`src/rtl/tjmono2_rx_arbiter.sv`:
```
// Round-robin merger of CHANNELS FWFT receiver FIFOs into one tagged 32-bit readout stream,
// with optional per-burst timestamp words and per-channel saturating overflow counters.
module tjmono2_rx_arbiter #(
  parameter int CHANNELS  = 4,   // 1..15, ID 15 is reserved for timestamp words
  parameter int MAX_BURST = 16   // 1..255
) (
  input  logic                     BUS_CLK,
  input  logic                     BUS_RST_N,
  input  logic [28*CHANNELS-1:0]   CH_DATA,
  input  logic [CHANNELS-1:0]      CH_EMPTY,
  output logic [CHANNELS-1:0]      CH_READ,
  input  logic [CHANNELS-1:0]      CH_FULL,
  input  logic [CHANNELS-1:0]      EN_MASK,
  input  logic                     TS_MODE,
  input  logic [27:0]              TIMESTAMP,
  input  logic                     CLR_CNT,
  output logic [31:0]              OUT_DATA,
  output logic                     OUT_VALID,
  input  logic                     OUT_READY,
  output logic [8*CHANNELS-1:0]    LOST_CNT,
  output logic [3:0]               GRANT
);

  typedef enum logic [1:0] {IDLE, TS, DATA} state_t;

  localparam logic [7:0] BURST_LAST = 8'(MAX_BURST - 1);
  localparam logic [3:0] LAST_CH    = 4'(CHANNELS - 1);

  state_t              state;
  logic [3:0]          ptr;
  logic [3:0]          grant;
  logic [7:0]          burst_cnt;
  logic [CHANNELS-1:0] full_q;
  logic [7:0]          lost_cnt [CHANNELS];

  logic                load;
  logic [CHANNELS-1:0] cand;
  logic [CHANNELS-1:0] grant_sel;
  logic                grant_empty;
  logic                grant_en;
  logic [27:0]         grant_data;
  logic                pop;
  logic                found;
  logic [3:0]          winner;
  logic [3:0]          next_ptr;

  always_comb begin
    load      = !OUT_VALID || OUT_READY;
    cand      = EN_MASK & ~CH_EMPTY;
    grant_sel = '0;
    for (int i = 0; i < CHANNELS; i++) begin
      grant_sel[i] = (grant == 4'(i));
    end
    grant_empty = |(CH_EMPTY & grant_sel);
    grant_en    = |(EN_MASK & grant_sel);
    grant_data  = '0;
    for (int i = 0; i < CHANNELS; i++) begin
      if (grant_sel[i]) grant_data = CH_DATA[28*i +: 28];
    end
    pop      = (state == DATA) && load && !grant_empty && grant_en;
    CH_READ  = pop ? grant_sel : '0;
    next_ptr = (grant >= LAST_CH) ? 4'd0 : grant + 4'd1;
  end

  // First pass covers ptr..CHANNELS-1, second pass wraps around to 0..ptr-1.
  always_comb begin
    found  = 1'b0;
    winner = '0;
    for (int i = 0; i < CHANNELS; i++) begin
      if (!found && cand[i] && (i >= int'(ptr))) begin
        found  = 1'b1;
        winner = 4'(i);
      end
    end
    for (int i = 0; i < CHANNELS; i++) begin
      if (!found && cand[i]) begin
        found  = 1'b1;
        winner = 4'(i);
      end
    end
  end

  always_ff @(posedge BUS_CLK or negedge BUS_RST_N) begin
    if (!BUS_RST_N) begin
      state     <= IDLE;
      ptr       <= '0;
      grant     <= '0;
      burst_cnt <= '0;
      OUT_VALID <= 1'b0;
      OUT_DATA  <= '0;
    end else begin
      if (load) begin
        if (state == TS) begin
          OUT_VALID <= 1'b1;
          OUT_DATA  <= {4'hF, TIMESTAMP};
        end else if (pop) begin
          OUT_VALID <= 1'b1;
          OUT_DATA  <= {grant, grant_data};
        end else begin
          OUT_VALID <= 1'b0;
        end
      end

      case (state)
        IDLE: begin
          if (found) begin
            grant     <= winner;
            burst_cnt <= '0;
            state     <= TS_MODE ? TS : DATA;
          end
        end
        TS: begin
          if (load) state <= DATA;
        end
        DATA: begin
          if (pop) burst_cnt <= burst_cnt + 8'd1;
          // Ending on the last pop itself keeps the inter-burst gap at one cycle.
          if (grant_empty || !grant_en || (pop && burst_cnt == BURST_LAST)) begin
            state <= IDLE;
            ptr   <= next_ptr;
          end
        end
        default: state <= IDLE;
      endcase
    end
  end

  always_ff @(posedge BUS_CLK or negedge BUS_RST_N) begin
    if (!BUS_RST_N) begin
      full_q <= '0;
      for (int i = 0; i < CHANNELS; i++) lost_cnt[i] <= '0;
    end else begin
      full_q <= CH_FULL;
      for (int i = 0; i < CHANNELS; i++) begin
        if (CLR_CNT) begin
          lost_cnt[i] <= '0;
        end else if (CH_FULL[i] && !full_q[i] && (lost_cnt[i] != 8'hFF)) begin
          lost_cnt[i] <= lost_cnt[i] + 8'd1;
        end
      end
    end
  end

  always_comb begin
    LOST_CNT = '0;
    for (int i = 0; i < CHANNELS; i++) begin
      LOST_CNT[8*i +: 8] = lost_cnt[i];
    end
  end

  assign GRANT = grant;

endmodule

```
`config.mk`:
```
export PLATFORM = sky130hd
export DESIGN_NAME = tjmono2_rx_arbiter
export DESIGN_NICKNAME = d
export VERILOG_FILES = /design/src/rtl/tjmono2_rx_arbiter.sv
export SDC_FILE = /design/constraint.sdc
export NUM_CORES = 1
export LEC_CHECK = 0
export ABC_AREA = 1
export BUFFER_PORTS_ARGS = -buffer_cell sky130_fd_sc_hd__buf_2
export CORE_MARGIN = 2
export CORE_UTILIZATION = 50
export DETAILED_ROUTE_END_ITERATION = 8
export PLACE_DENSITY = 0.84
export SLEW_MARGIN = 10
export SYNTH_ARGS = -nofsm -noshare
export SYNTH_HDL_FRONTEND = slang
export SYNTH_SLANG_ARGS = --single-unit
```
`constraint.sdc`:
```
create_clock -name BUS_CLK -period 3.25 [get_ports BUS_CLK]
set_clock_uncertainty 0.05 [all_clocks]
set_input_delay 0.325 -clock BUS_CLK [delete_from_list [all_inputs] [get_ports BUS_CLK]]
set_output_delay 0.325 -clock BUS_CLK [all_outputs]
set_load 0.02 [all_outputs]
```
======== After elaboration in Yosys (flattened, before gate mapping) ========
Index checks and enable logic that the tools add are counted.
word-level totals
  flip-flop bits (word level) ............. 87
  bits in latches ......................... 0
  memory bits (writable) .................. 0
  ROM bits ................................ 0
  bits of input ports ..................... 157
  output and inout port bits .............. 73
  logic and storage cells ................. 136
  memories kept ........................... 0
cells by class
  $add $sub $neg .......................... 6
  multiply operators ...................... 0
  div/mod/pow operators ................... 0
  magnitude comparators ................... 5
  equal/unequal tests ..................... 14
  shift operators ......................... 0
  multiplexer cells ....................... 41
  bitwise operators ....................... 4
  reduce and logical (&&, ||, !) cells .... 55
operators by type and width
  kind                   count
  $mux W28               4
  $mux W8                10
  $mux W32               2
  $add A8 B1 Y8 const B  5
  $mux W4                8
  $ne A8 B8 Y1 const B   4
  $logic_and A1 B1 Y1    23
  $pmux W8 S2            1
  $logic_not A1 Y1       14
  $and A4 B4 Y4          3
  $reduce_bool A2 Y1     6
  $mux W1                11
  $eq A4 B2 Y1 const B   2
  $eq A8 B4 Y1 const B   1
  $ge A1 B4 Y1 const A   2
  $ge A2 B4 Y1 const A   2
  $mux W2                4
  $reduce_or A4 Y1       2
  $ne A2 B2 Y1 const B   3
  $pmux W2 S3            1
  $reduce_and A2 Y1      3
  $reduce_and A3 Y1      2
  $add A4 B1 Y4 const B  1
  $eq A4 B1 Y1 const B   1
  8 further kinds        10

======== Longest topological paths before layout ========
Gate-level depths: netlist of the first run.
  word-level depth ........................ 30
  depth in mapped cells ................... 13
  mapped depth without buffers ............ 11

======== Worst setup path after synthesis of the first run ========
OpenSTA, ideal clock, no wires.
  path kind ............................... register -> output
  from .................................... register grant[0], in the netlist GRANT[0]
  to ...................................... output port CH_READ[0]
  arrival time ............................ 1.756 ns
  data required time ...................... 2.875 ns
  path slack .............................. 1.119 ns
  cell stages (with the launch flop) ...... 9
  path buffers ............................ 1
  cells stage by stage .................... dfrtp_1 inv_1 ha_1 nand2_1 nand2_1 nor2_1 nand3_4 buf_2 nor2_1
between the ends
  word-level cells in the longest chain between the ends .. 7
  elaborated cells between the ends (all ways) .. 12
  those cells by class .................... eq/ne: 3; mux: 1; bitwise: 2; reduce/logical: 6
ends and longest elaborated chain
  item                                  RTL line  RTL
  start, declared                       31        logic [3:0] grant;
  start signal, assigned                107       grant <= winner;
  $eq A4 B1 Y1 (tied with other cells)  52        grant_sel[i] = (grant == 4'(i));
  $and A4 B4 Y4                         54        grant_empty = |(CH_EMPTY & grant_sel);
  $reduce_or A4 Y1                      54
  $logic_not A1 Y1                      60        pop = (state == DATA) && load && !grant_empty && grant_en;
  $logic_and A1 B1 Y1 (2 in series)     60
  $mux W4 (*)                           61        CH_READ = pop ? grant_sel : '0;
  end, declared                         11        output logic [CHANNELS-1:0] CH_READ,
Mark *: on every way between the ends. The rest lies on a longest branch, timed or not.

======== Worst setup path after layout of the first run ========
  from .................................... register grant[0], in the netlist GRANT[0]
  to ...................................... output port CH_READ[2]
Same word-level chain as after synthesis.

==> key figures, run 1 <==
Outcome
  – Status: complete, no violations

Place
  – GP Congestion: 0.907
  – Placed insts: 1072
  – DP Worst Slack: 0.748 ns
  – Port bufs: 227
  – Post-DP HPWL: 12.1 mm
  – Post-place instance area: 6410 µm²

Synthesis
  – Post-synth EDFFs: 0
  – Most used DFF post-synth: dfrtp_1
  – Warnings, synthesis: 0
  – Asr flop ratio synth: 100%
  – Syn Inst Count: 737
  – Post-synth cell types: 31
  – Top-count cell post-synth: nand2_1
  – Commonest cells in the netlist: nand2_1 (256), dfrtp_1 (82), inv_1 (61), nand3_1 (55), a21oi_1 (54)
  – FF+latch count, synth: 82
  – Synth area leaders: dfrtp_1 (39%), nand2_1 (18%), o211ai_1 (7.2%), nand3_1 (5.3%), a21oi_1 (5.2%)
  – Synthesized area: 5230 µm²
  – Sequential share of the synthesized area: 39.2%
  – Mean post-synth cell area: 7.10 µm²
  – Proportion of netlist area held by the largest area contributor: 39.2%
  – Post-synth top area cell: dfrtp_1

Clock network
  – CTS Sinks: 82
  – Clock buffer depth: 2
  – Cts bufs inserted: 9
  – Postcts setup bufs: 0
  – CTS resizes: 0
  – Hold Buf Count CTS: 0
  – Worst-path clk slew: 0.09 ns
  – CTS root buf: clkbuf_8
  – CTS tree: done
  – H-Tree Level Count: 3
  – Worst-Skew Late Latency: 0.36 ns

Pwr
  – Maximum vdd ir drop: 0.361 mV
  – Cell Pwr Density: 743 nW/µm²
  – Total Power: 4.92 mW
  – Static leakage: 3.64 nW

Setup path
  – CP startpoint kind: flip-flop
  – Crit end category: primary output
  – CP max stage cell: inv_1
  – Slowest cell delay on critical path: 0.73 ns
  – Critical path type: reg -> out
  – Critical path arrival: 2.39 ns
  – Worst path cell trace: inv_1, ha_1, buf_4, inv_1, nor2_1, buf_2
  – Critical R2R Launch: GRANT[0]
  – Worst Setup SP: GRANT[0]
  – CP Data Required Time: 2.87 ns
  – Worst-path fanout max: 31
  – CP delay by family, top: buffers and inverters
  – Crit path buf inv count: 4
  – Crit path top cell by count: inv_1

Floorplan
  – Initial core utilization: 51.2%
  – Die width: 106 µm
  – Core area: 10200 µm²
  – Rows: 37
  – Overall die height: 106 µm
  – Die area: 11300 µm²
  – I/O pin total: 230

GRT
  – Initial antenna violation count: 1
  – Met2 Usage GRT: 46.9%
  – Largest net degree at the start of global routing: 83
  – Overflow after GRT: 0
  – GR Util met3: 6.13%
  – GRT Overall Usage: 27.9%
  – First-pass GRT wire length: 25.0 mm
  – GR peak layer: met2
  – Vias in the first global route: 5267
  – Grt met1 use: 34.3%

STA
  – Max-slew violations: 0
  – Final total negative setup slack: 0 ns
  – Hold Fails Final Rpt: 0
  – Final WS setup: 0.486 ns
  – Final min period: 2.76 ns
  – Fin crit share: 85.0%
  – Fmax: 362 MHz
  – Slew at the pin closest to its max-slew limit: 1.10 ns
  – RSZ-0062 raised after global routing: false
  – Slew margin rel.: 26.5%
  – Setup violations, final: 0
  – Worst hold slack: 0.0265 ns

Final layout
  – Finished Layout Cells: 1089
  – Share of layout cells above drive strength 1: 28.4%
  – Filler cells: 929
  – Layout area overhead: 26.4%
  – Util after Layout: 64.7%
  – Post-route cell area: 6620 µm²
  – Final #Nets: 1113

Route
  – Vias/cell: 5.28
  – Final WL: 16.0 mm
  – Vias after detailed routing: 5746
  – Routed WL per cell: 14.7 µm
  – Drt first-iter violations: 506
  – Detailed-router iteration count before antenna repair: 7
  – Drt drc: 0
  – Final ANT Viol Nets: 0

Run
  – Max Cap Violations: 0

Hold path
  – Min-delay src: CH_FULL[1]
  – Worst Hold Class: in -> reg
cell usage in the layout, fill, tap and decap left out, drive strengths merged:
cell | Yosys | layout
diode | 0 | 1
a21oi | 54 | 54
nor3 | 5 | 5
clkbuf | 13 | 9
or2 | 11 | 11
o21ai | 23 | 23
buf | 24 | 235
conb | 1 | 2
o21a | 1 | 1
o211ai | 50 | 50
dfrtp | 82 | 82
nor3b | 1 | 1
o21bai | 5 | 5
o31ai | 8 | 8
xnor2 | 5 | 5
nor2 | 45 | 45
clkinv | 0 | 4
clkinvlp | 0 | 1
nor2b | 1 | 1
nand4 | 10 | 10
nand3 | 56 | 56
ha | 9 | 9
inv | 63 | 64
xor2 | 12 | 12
nand2 | 258 | 258
bufinv | 0 | 1
report_power, final:
part / total (mW) / switching, mW / internal (mW)
sequential: 1.43 / 0.167 / 1.26
clock: 0.753 / 0.393 / 0.360
combinational: 2.73 / 1.82 / 0.910
total: 4.92 / 2.38 / 2.53
per-layer routing:
| metal | up-vias | part of all wire [%] |
|---|---|---|
| li1 | 2842 | - |
| met1 | 2614 | 41 |
| met2 | 246 | 48 |
| met3 | 44 | 7.6 |
| met4 | 0 | 3.9 |
| met5 | - | 0 |
logic make-up after synthesis:
| group | after synthesis | synth area share [%] |
|---|---|---|
| compound gates | 141 | 16.6 |
| xor+xnor | 17 | 2.84 |
| fa+ha+maj | 9 | 2.15 |
| buf+inv | 100 | 8.25 |
| flops | 82 | 39.2 |
| other cells | 1 | 0.0717 |
| simple gates | 387 | 30.9 |
state kept, by name (all words and copies together), names as in the netlist:
register   count
ptr            2
LOST_CNT      32
state          2
GRANT          2
OUT_DATA      31
OUT_VALID      1
full_q         4
burst_cnt      8
cell type report:
| type | count | area, µm² | share of cell area, % |
|---|---|---|---|
| tap | 136 | 170 | 2.57 |
| sequential | 82 | 2050 | 31.0 |
| inverter | 63 | 236 | 3.57 |
| antenna | 1 | 2.50 | 0.0378 |
| multi-input combinational | 556 | 2750 | 41.6 |
| clock inverter | 7 | 77.6 | 1.17 |
| timing repair buffer | 235 | 1200 | 18.1 |
| clock buffer | 9 | 124 | 1.87 |
worst register-to-register path: cells and delay by family (launching register included):
family / cells / cell delay [ns]
DFF: 1 / 0.41
buffers and inverters: 3 / 0.62
adders and majority gates: 1 / 0.21
and+or+nand+nor: 7 / 1.11
final timing paths:
check	end	slack (ns)	cells past startpoint
setup / recovery	CH_READ[2]	0.49	6
max in group asynchronous	OUT_DATA[29]	2.39	1
setup reg to reg	OUT_DATA[11]	0.75	11
hold / removal	full_q[1]	0.03	1
hold reg to reg	OUT_DATA[25]	0.43	2
min in group asynchronous	OUT_DATA[18]	0.08	1
No activity file was read; power rests on OpenSTA's default activity.
==> inputs of run 2 (changes only) <==
--- a/config.mk
+++ b/config.mk
@@ -8,9 +8,9 @@
 export ABC_AREA = 1
 export BUFFER_PORTS_ARGS = -buffer_cell sky130_fd_sc_hd__buf_2
 export CORE_MARGIN = 2
-export CORE_UTILIZATION = 50
+export CORE_UTILIZATION = 30
 export DETAILED_ROUTE_END_ITERATION = 8
-export PLACE_DENSITY = 0.84
+export PLACE_DENSITY = 0.55
 export SLEW_MARGIN = 10
 export SYNTH_ARGS = -nofsm -noshare
 export SYNTH_HDL_FRONTEND = slang
==> run 2 against run 1 <==
Compared with the run above: clock-buffer cell count increased by 1; critical path type unchanged; critical endpoint is now CH_READ[3]; sequential share of layout area decreased by 0.91 points; maximum frequency increased by 6.5%; utilization decreased by 25 points; largest power group unchanged.
==> key figures, run 2 (synthesis gave the netlist of run 1 again) <==
Pwr
  – Cell Pwr Density: 754 nW/µm² (+1.4%)
  – Static leakage: 3.69 nW (+1.3%)
  – Maximum vdd ir drop: 0.252 mV (-30%)

STA
  – Setup violations, final: 0 (unchanged)
  – Fmax: 386 MHz (+6.5%)
  – RSZ-0062 raised after global routing: false
  – Max-slew violations: 0 (unchanged)
  – Final min period: 2.59 ns (-0.170 ns)
  – Fin crit share: 79.8% (-5.2 points)
  – Final total negative setup slack: 0 ns (unchanged)
  – Worst hold slack: 0.00950 ns (-0.0170 ns)
  – Slew margin rel.: 48.5% (+22 points)
  – Hold Fails Final Rpt: 0 (unchanged)
  – Slew at the pin closest to its max-slew limit: 0.772 ns (-0.329 ns)

Place
  – Post-DP HPWL: 13.0 mm (+7.6%)
  – GP Congestion: 0.816 (-10%)
  – Port bufs: 227 (unchanged)
  – Placed insts: 1164 (+8.6%)

Clock network
  – CTS root buf: clkbuf_16
  – Worst-Skew Late Latency: 0.34 ns (-0.02 ns)
  – Postcts setup bufs: 0 (unchanged)
  – H-Tree Level Count: 3 (unchanged)
  – Clock buffer depth: 2 (unchanged)
  – CTS resizes: 0 (unchanged)
  – Worst-path clk slew: 0.06 ns (-0.03 ns)
  – CTS tree: done
  – Cts bufs inserted: 9 (unchanged)
  – Hold Buf Count CTS: 0 (unchanged)
  – CTS Sinks: 82 (unchanged)

Setup path
  – Worst-path fanout max: 31 (unchanged)
  – Slowest cell delay on critical path: 0.41 ns (-0.32 ns)
  – Crit end category: primary output
  – Critical path type: reg -> out
  – Worst path cell trace: inv_1, ha_1, buf_4, nand2_1, nand2_1, nor2_1, nand3_4, nor2_1, buf_2
  – CP Data Required Time: 2.87 ns (about the same)
  – CP startpoint kind: flip-flop
  – Critical path arrival: 2.22 ns (-0.17 ns)
  – CP max stage cell: dfrtp_1

Route
  – Drt first-iter violations: 273 (-46%)
  – Detailed-router iteration count before antenna repair: 4 (-3)
  – Drt drc: 0 (unchanged)
  – Vias/cell: 4.63 (-12%)
  – Routed WL per cell: 14.4 µm (-2.1%)
  – Final WL: 17.0 mm (+6.0%)
  – Final ANT Viol Nets: 0 (unchanged)
  – Vias after detailed routing: 5458 (-5.0%)

Hold path
  – Worst Hold Class: in -> async

Final layout
  – Share of layout cells above drive strength 1: 28.5% (+0.15 points)
  – Most common cell after layout, fill and taps aside: nand2_1
  – Util after Layout: 39.7% (-25 points)
  – Layout area overhead: 30.2%
  – Diode count: 0 (-1)
  – Finished Layout Cells: 1179 (+8.3%)
  – Commonest cells after routing, fill and taps aside: nand2_1 (256), buf_2 (226), dfrtp_1 (82)
  – Final #Nets: 1116 (+0.27%)
  – Largest register FFs: 32 (unchanged)

GRT
  – First-pass GRT wire length: 25.8 mm (+3.2%)
  – GRT Overall Usage: 17.9% (-10 points)
  – Vias in the first global route: 5137 (-2.5%)
  – Overflow after GRT: 0 (unchanged)
  – Largest net degree at the start of global routing: 58 (-30%)
  – Initial antenna violation count: 0 (-1)

Floorplan
  – Overall die height: 136 µm (+28%)
  – I/O pin total: 230 (unchanged)
  – Rows: 48 (+30%)
  – Die width: 136 µm (+28%)
  – Core area: 17200 µm² (+68%)
  – Initial core utilization: 30.5% (-21 points)
  – Die area: 18500 µm² (+64%)

Run
  – Max Cap Violations: 0 (unchanged)

Outcome
  – Status: complete, no violations
-- run 2: worst max-delay path, delay by kind of cell, from the launching register on --
family / cells / cell delay, ns
DFF: 1 / 0.41
and+or+nand+nor: 5 / 0.75
buffers and inverters: 3 / 0.53
adders and majority gates: 1 / 0.20
-- run 2: layer usage --
layer | global-route usage [%] | vias to the layer above | routed length (µm)
li1 | - | 2852 | -
met1 | 21.8 | 2442 | 7410
met2 | 31.2 | 156 | 8130
met3 | 4.03 | 8 | 1260
met4 | 5.73 | 0 | 191
met5 | 0 | - | 0
-- run 2: power by group --
| part | switching [mW] | leakage, nW | internal (mW) | total (mW) |
|---|---|---|---|---|
| Clock | 0.397 | 0.134 | 0.531 | 0.928 |
| Sequential | 0.155 | 1.07 | 1.27 | 1.42 |
| Combinational | 1.87 | 2.48 | 0.919 | 2.79 |
-- run 2: area by class of cell --
| type | count | area (µm²) |
|---|---|---|
| inverter | 63 | 236 |
| clock buffer | 10 | 239 |
| multi-input combinational | 556 | 2750 |
| timing repair buffer | 238 | 1220 |
| clock inverter | 5 | 31.3 |
| tap | 225 | 282 |
| sequential | 82 | 2050 |
| fill | 1859 | 10400 |
-- run 2: path summary, 6_finish.rpt --
check                        startpoint           end  slack, ns  depth (start not counted)
max                            GRANT[0]    CH_READ[3]       0.66                          9
min                           BUS_RST_N  OUT_DATA[23]      0.009                          1
max reg2reg                    GRANT[0]  OUT_DATA[10]       0.68                         11
min reg2reg                OUT_DATA[11]  OUT_DATA[11]       0.43                          2
max in group asynchronous     BUS_RST_N   OUT_DATA[7]       2.45                          2
min in group BUS_CLK         CH_FULL[1]     full_q[1]       0.06                          1
-- run 2: metrics by stage --
stage	power [mW]	instance area [µm²]	setup WS, ns
floorplan	3.42	5240	1.12
global placement	4.23	6550	0.798
detailed placement	4.26	6550	0.674
CTS	5.23	6820	0.628
global route	5.60	6820	0.391
finish	5.14	6820	0.656
==> inputs of run 3 (changes only) <==
--- a/config.mk
+++ b/config.mk
@@ -5,12 +5,12 @@
 export SDC_FILE = /design/constraint.sdc
 export NUM_CORES = 1
 export LEC_CHECK = 0
-export ABC_AREA = 1
+export ABC_AREA = 0
 export BUFFER_PORTS_ARGS = -buffer_cell sky130_fd_sc_hd__buf_2
 export CORE_MARGIN = 2
 export CORE_UTILIZATION = 30
 export DETAILED_ROUTE_END_ITERATION = 8
-export PLACE_DENSITY = 0.55
+export PLACE_DENSITY = 0.57
 export SLEW_MARGIN = 10
 export SYNTH_ARGS = -nofsm -noshare
 export SYNTH_HDL_FRONTEND = slang
==> constraint.sdc (replaced) <==
create_clock -name BUS_CLK -period 2.1 [get_ports BUS_CLK]
set_clock_uncertainty 0.05 [all_clocks]
set_input_delay 0.21 -clock BUS_CLK [delete_from_list [all_inputs] [get_ports BUS_CLK]]
set_output_delay 0.21 -clock BUS_CLK [all_outputs]
set_load 0.02 [all_outputs]
==> run 3 against run 2 <==
Compared with the run above: critical endpoint is now OUT_DATA[9]; routed wire length is 2.1% lower; highest routed layer unchanged; the run now ends with negative setup slack left; power up 73%; sequential share of layout area decreased by 2.1 points.
==> key figures, run 3 <==
Outcome
  – Status: finished, violations left
  – Failing checks: negative setup slack

Synthesis
  – Post-synth EDFFs: 0 (unchanged)
  – Proportion of netlist area held by the largest area contributor: 38.4% (-0.77 points)
  – Warnings, synthesis: 0 (unchanged)
  – Sequential share of the synthesized area: 38.4% (-0.77 points)
  – Synthesized area: 5340 µm² (+2.0%)
  – FF+latch count, synth: 82 (unchanged)
  – Syn Inst Count: 582 (-21%)
  – Most used DFF post-synth: dfrtp_1
  – Top-count cell post-synth: dfrtp_1
  – Commonest cells in the netlist: dfrtp_1 (82), a21oi_1 (50), nor2_1 (49), nand2_1 (48), inv_1 (36)
  – Synth area leaders: dfrtp_1 (38%), mux2_4 (7.9%), a221o_1 (5.2%), a21oi_1 (4.7%), nand3b_1 (4.1%)
  – Mean post-synth cell area: 9.17 µm² (+29%)
  – Post-synth cell types: 57 (+84%)
  – Asr flop ratio synth: 100% (unchanged)
  – Post-synth top area cell: dfrtp_1

STA
  – Max-slew violations: 0 (unchanged)
  – Fin crit share: 103%
  – Final WS setup: -0.0654 ns (-0.722 ns)
  – Fmax: 462 MHz
  – Final min period: 2.17 ns
  – Slew at the pin closest to its max-slew limit: 0.622 ns (-0.150 ns)
  – Hold Fails Final Rpt: 0 (unchanged)
  – Worst hold slack: 0.105 ns (+0.0959 ns)
  – Setup violations, final: 32 (+32)
  – RSZ-0062 raised after global routing: true
  – Slew margin rel.: 58.5% (+10 points)
  – Final total negative setup slack: -1.46 ns (-1.46 ns)

GRT
  – Vias in the first global route: 4943 (-3.8%)
  – Largest net degree at the start of global routing: 59 (+1.7%)
  – GRT Overall Usage: 17.0% (-0.84 points)
  – Overflow after GRT: 0 (unchanged)
  – First-pass GRT wire length: 25.2 mm (-2.4%)
  – Initial antenna violation count: 3 (+3)

Setup path
  – Worst-path fanout max: 6 (-81%)
  – CP delay by family, top: buffers and inverters
  – CP Data Required Time: 2.27 ns (-0.60 ns)
  – FF-to-FF path depth: 9 (-2)
  – Crit path buf inv count: 4 (+1)
  – Worst Setup SP: GRANT[1]
  – Crit end category: flip-flop
  – Reg2Reg Capture Point: OUT_DATA[9]
  – CP max stage cell: dfrtp_2
  – Cell count along the critical path: 9 (unchanged)
  – Worst path cell trace: inv_4, ha_4, a22o_1, o211ai_4, buf_6, o22ai_4, buf_12, clkbuf_16, mux2_4
  – Worst setup endpoint: OUT_DATA[9]
  – Critical path arrival: 2.34 ns (+0.12 ns)
  – Critical R2R Launch: GRANT[1]
  – CP startpoint kind: flip-flop
  – Critical path type: reg -> reg
  – FF-to-FF setup slack: -0.07 ns (-0.75 ns)
  – Slowest cell delay on critical path: 0.43 ns (+0.02 ns)

Place
  – Post-DP HPWL: 12.3 mm (-5.0%)
  – GP Congestion: 0.824 (+0.92%)
  – Port bufs: 227 (unchanged)
  – Placed insts: 1013 (-13%)

Pwr
  – Clock Power Share: 16.5% (-1.6 points)
  – Gate power share: 57.8% (+3.5 points)
  – P_int: 5.33 mW (+96%)
  – Maximum vdd ir drop: 0.509 mV (+100%)
  – Cell Pwr Density: 1210 nW/µm² (+61%)
  – Psw: 3.57 mW (+47%)
  – Static leakage: 3.45 nW (-6.3%)
  – Total Power: 8.90 mW (+73%)
  – Switching fraction of total power: 40.1% (-7.0 points)
  – Flop pwr share: 25.7% (-1.9 points)

Hold path
  – Worst Hold Class: in -> reg

Floorplan
  – Die width: 137 µm (+0.97%)
  – I/O pin total: 230 (unchanged)
  – Core area: 17400 µm² (+1.0%)
  – Rows: 48 (unchanged)
  – Die area: 18900 µm² (+1.9%)
  – Overall die height: 137 µm (+0.97%)
  – Initial core utilization: 30.8% (+0.29 points)

Route
  – Final ANT Viol Nets: 0 (unchanged)
  – Drt drc: 0 (unchanged)
  – Drt first-iter violations: 303 (+11%)
  – Vias/cell: 5.05 (+9.1%)
  – Detailed-router iteration count before antenna repair: 4 (unchanged)
  – Vias after detailed routing: 5275 (-3.4%)
  – Routed WL per cell: 15.9 µm (+11%)
  – Final WL: 16.6 mm (-2.1%)

Clock network
  – H-Tree Level Count: 3 (unchanged)
  – CTS Sinks: 82 (unchanged)
  – Cts bufs inserted: 9 (unchanged)
  – CTS tree: done
  – Worst-Skew Late Latency: 0.34 ns (about the same)
  – Clock buffer depth: 2 (unchanged)
  – Worst-path clk slew: 0.06 ns (about the same)
  – CTS root buf: clkbuf_16

Final layout
  – Commonest cells after routing, fill and taps aside: buf_2 (222), dfrtp_1 (80), nand2_1 (48), nor2_1 (48), a21oi_1 (48)
  – Layout area overhead: 37.4%
  – Share of layout cells above drive strength 1: 40.9% (+12 points)
  – Final #Nets: 979 (-12%)
  – Most common cell after layout, fill and taps aside: buf_2
  – Finished Layout Cells: 1044 (-11%)
  – Largest register FFs: 32 (unchanged)

Run
  – Max Cap Violations: 0 (unchanged)
==> run 3: worst min-delay path by stage <==
stage / slack [ns] / startpoint / depth (start not counted) / to
floorplan: -0.14 / BUS_RST_N / 0 / GRANT[0]
finish: 0.11 / TS_MODE / 3 / state[0]
CTS: 0.09 / TS_MODE / 3 / state[0]
global placement: 0.22 / BUS_RST_N / 1 / full_q[3]
detailed placement: 0.22 / BUS_RST_N / 1 / full_q[3]
global route: 0.13 / TS_MODE / 3 / state[0]
==> run 3: what timing repair did <==
item | 4_1_cts | 5_1_grt
hold endpoints to repair | 49 | 0
hold buffers | 5 | 0
gates cloned | 0 | 3
buffers inserted | 2 | 5
setup endpoints to repair | 28 | 44
resized for setup | 24 | 10
pin swaps | 7 | 13
==> run 3: area by class of cell <==
type | count | area [µm²]
inverters | 36 | 140
diodes | 2 | 5.00
clock buffers | 11 | 243
repair buffers | 264 | 1570
fillers | 1743 | 10000
flip-flops and latches | 82 | 2050
well taps | 225 | 282
clock inverters | 4 | 28.8
multi-input cells | 420 | 3010
==> run 3: power groups by stage <==
stage | registers, mW | clock network [mW] | logic, mW
5_1_grt | 2.35 | 1.60 | 5.58
4_1_cts | 2.28 | 1.52 | 4.88
3_3_place_gp | 2.29 | 0 | 4.69
3_5_place_dp | 2.27 | 0 | 4.76
6_report | 2.28 | 1.47 | 5.15
2_1_floorplan | 2.64 | 0 | 3.08
==> run 3: worst reg2reg max path, delay by kind of cell (launching register included) <==
kind	cells	cell delay, ns
compound gates	3	0.55
fa+ha+maj	1	0.17
buf+inv	4	0.56
flops	1	0.43
mux	1	0.29
==> run 3: metrics by stage <==
| stage | area [µm²] | setup WS [ns] | util [%] |
|---|---|---|---|
| 6_report | 7340 | -0.0654 | 42.3 |
| 5_1_grt | 7330 | -0.122 | 42.3 |
| 4_1_cts | 7180 | -0.0495 | 41.4 |
| 3_5_place_dp | 6770 | -0.0200 | 39.0 |
| 3_3_place_gp | 6770 | 0.00930 | 39.0 |
| 2_1_floorplan | 5350 | 0.00110 | - |
==> run 3: kinds of logic after synthesis <==
group	Yosys count	synth area share, %
adders and majority gates	9	2.11
AOI/OAI and AO/OA	158	20.7
DFF	82	38.4
muxes	37	9.68
other	1	0.0702
and+or+nand+nor	204	20.6
buffers and inverters	81	6.77
xor gates and xnor gates	10	1.64
==> run 3: metal layers <==
layer / routed length, µm / track usage [%] / vias up
met2: 8010 / 27.6 / 195
met1: 7150 / 21.7 / 2483
li1: - / - / 2577
met5: 0 / 0 / -
met3: 1120 / 4.56 / 20
met4: 350 / 6.47 / 0
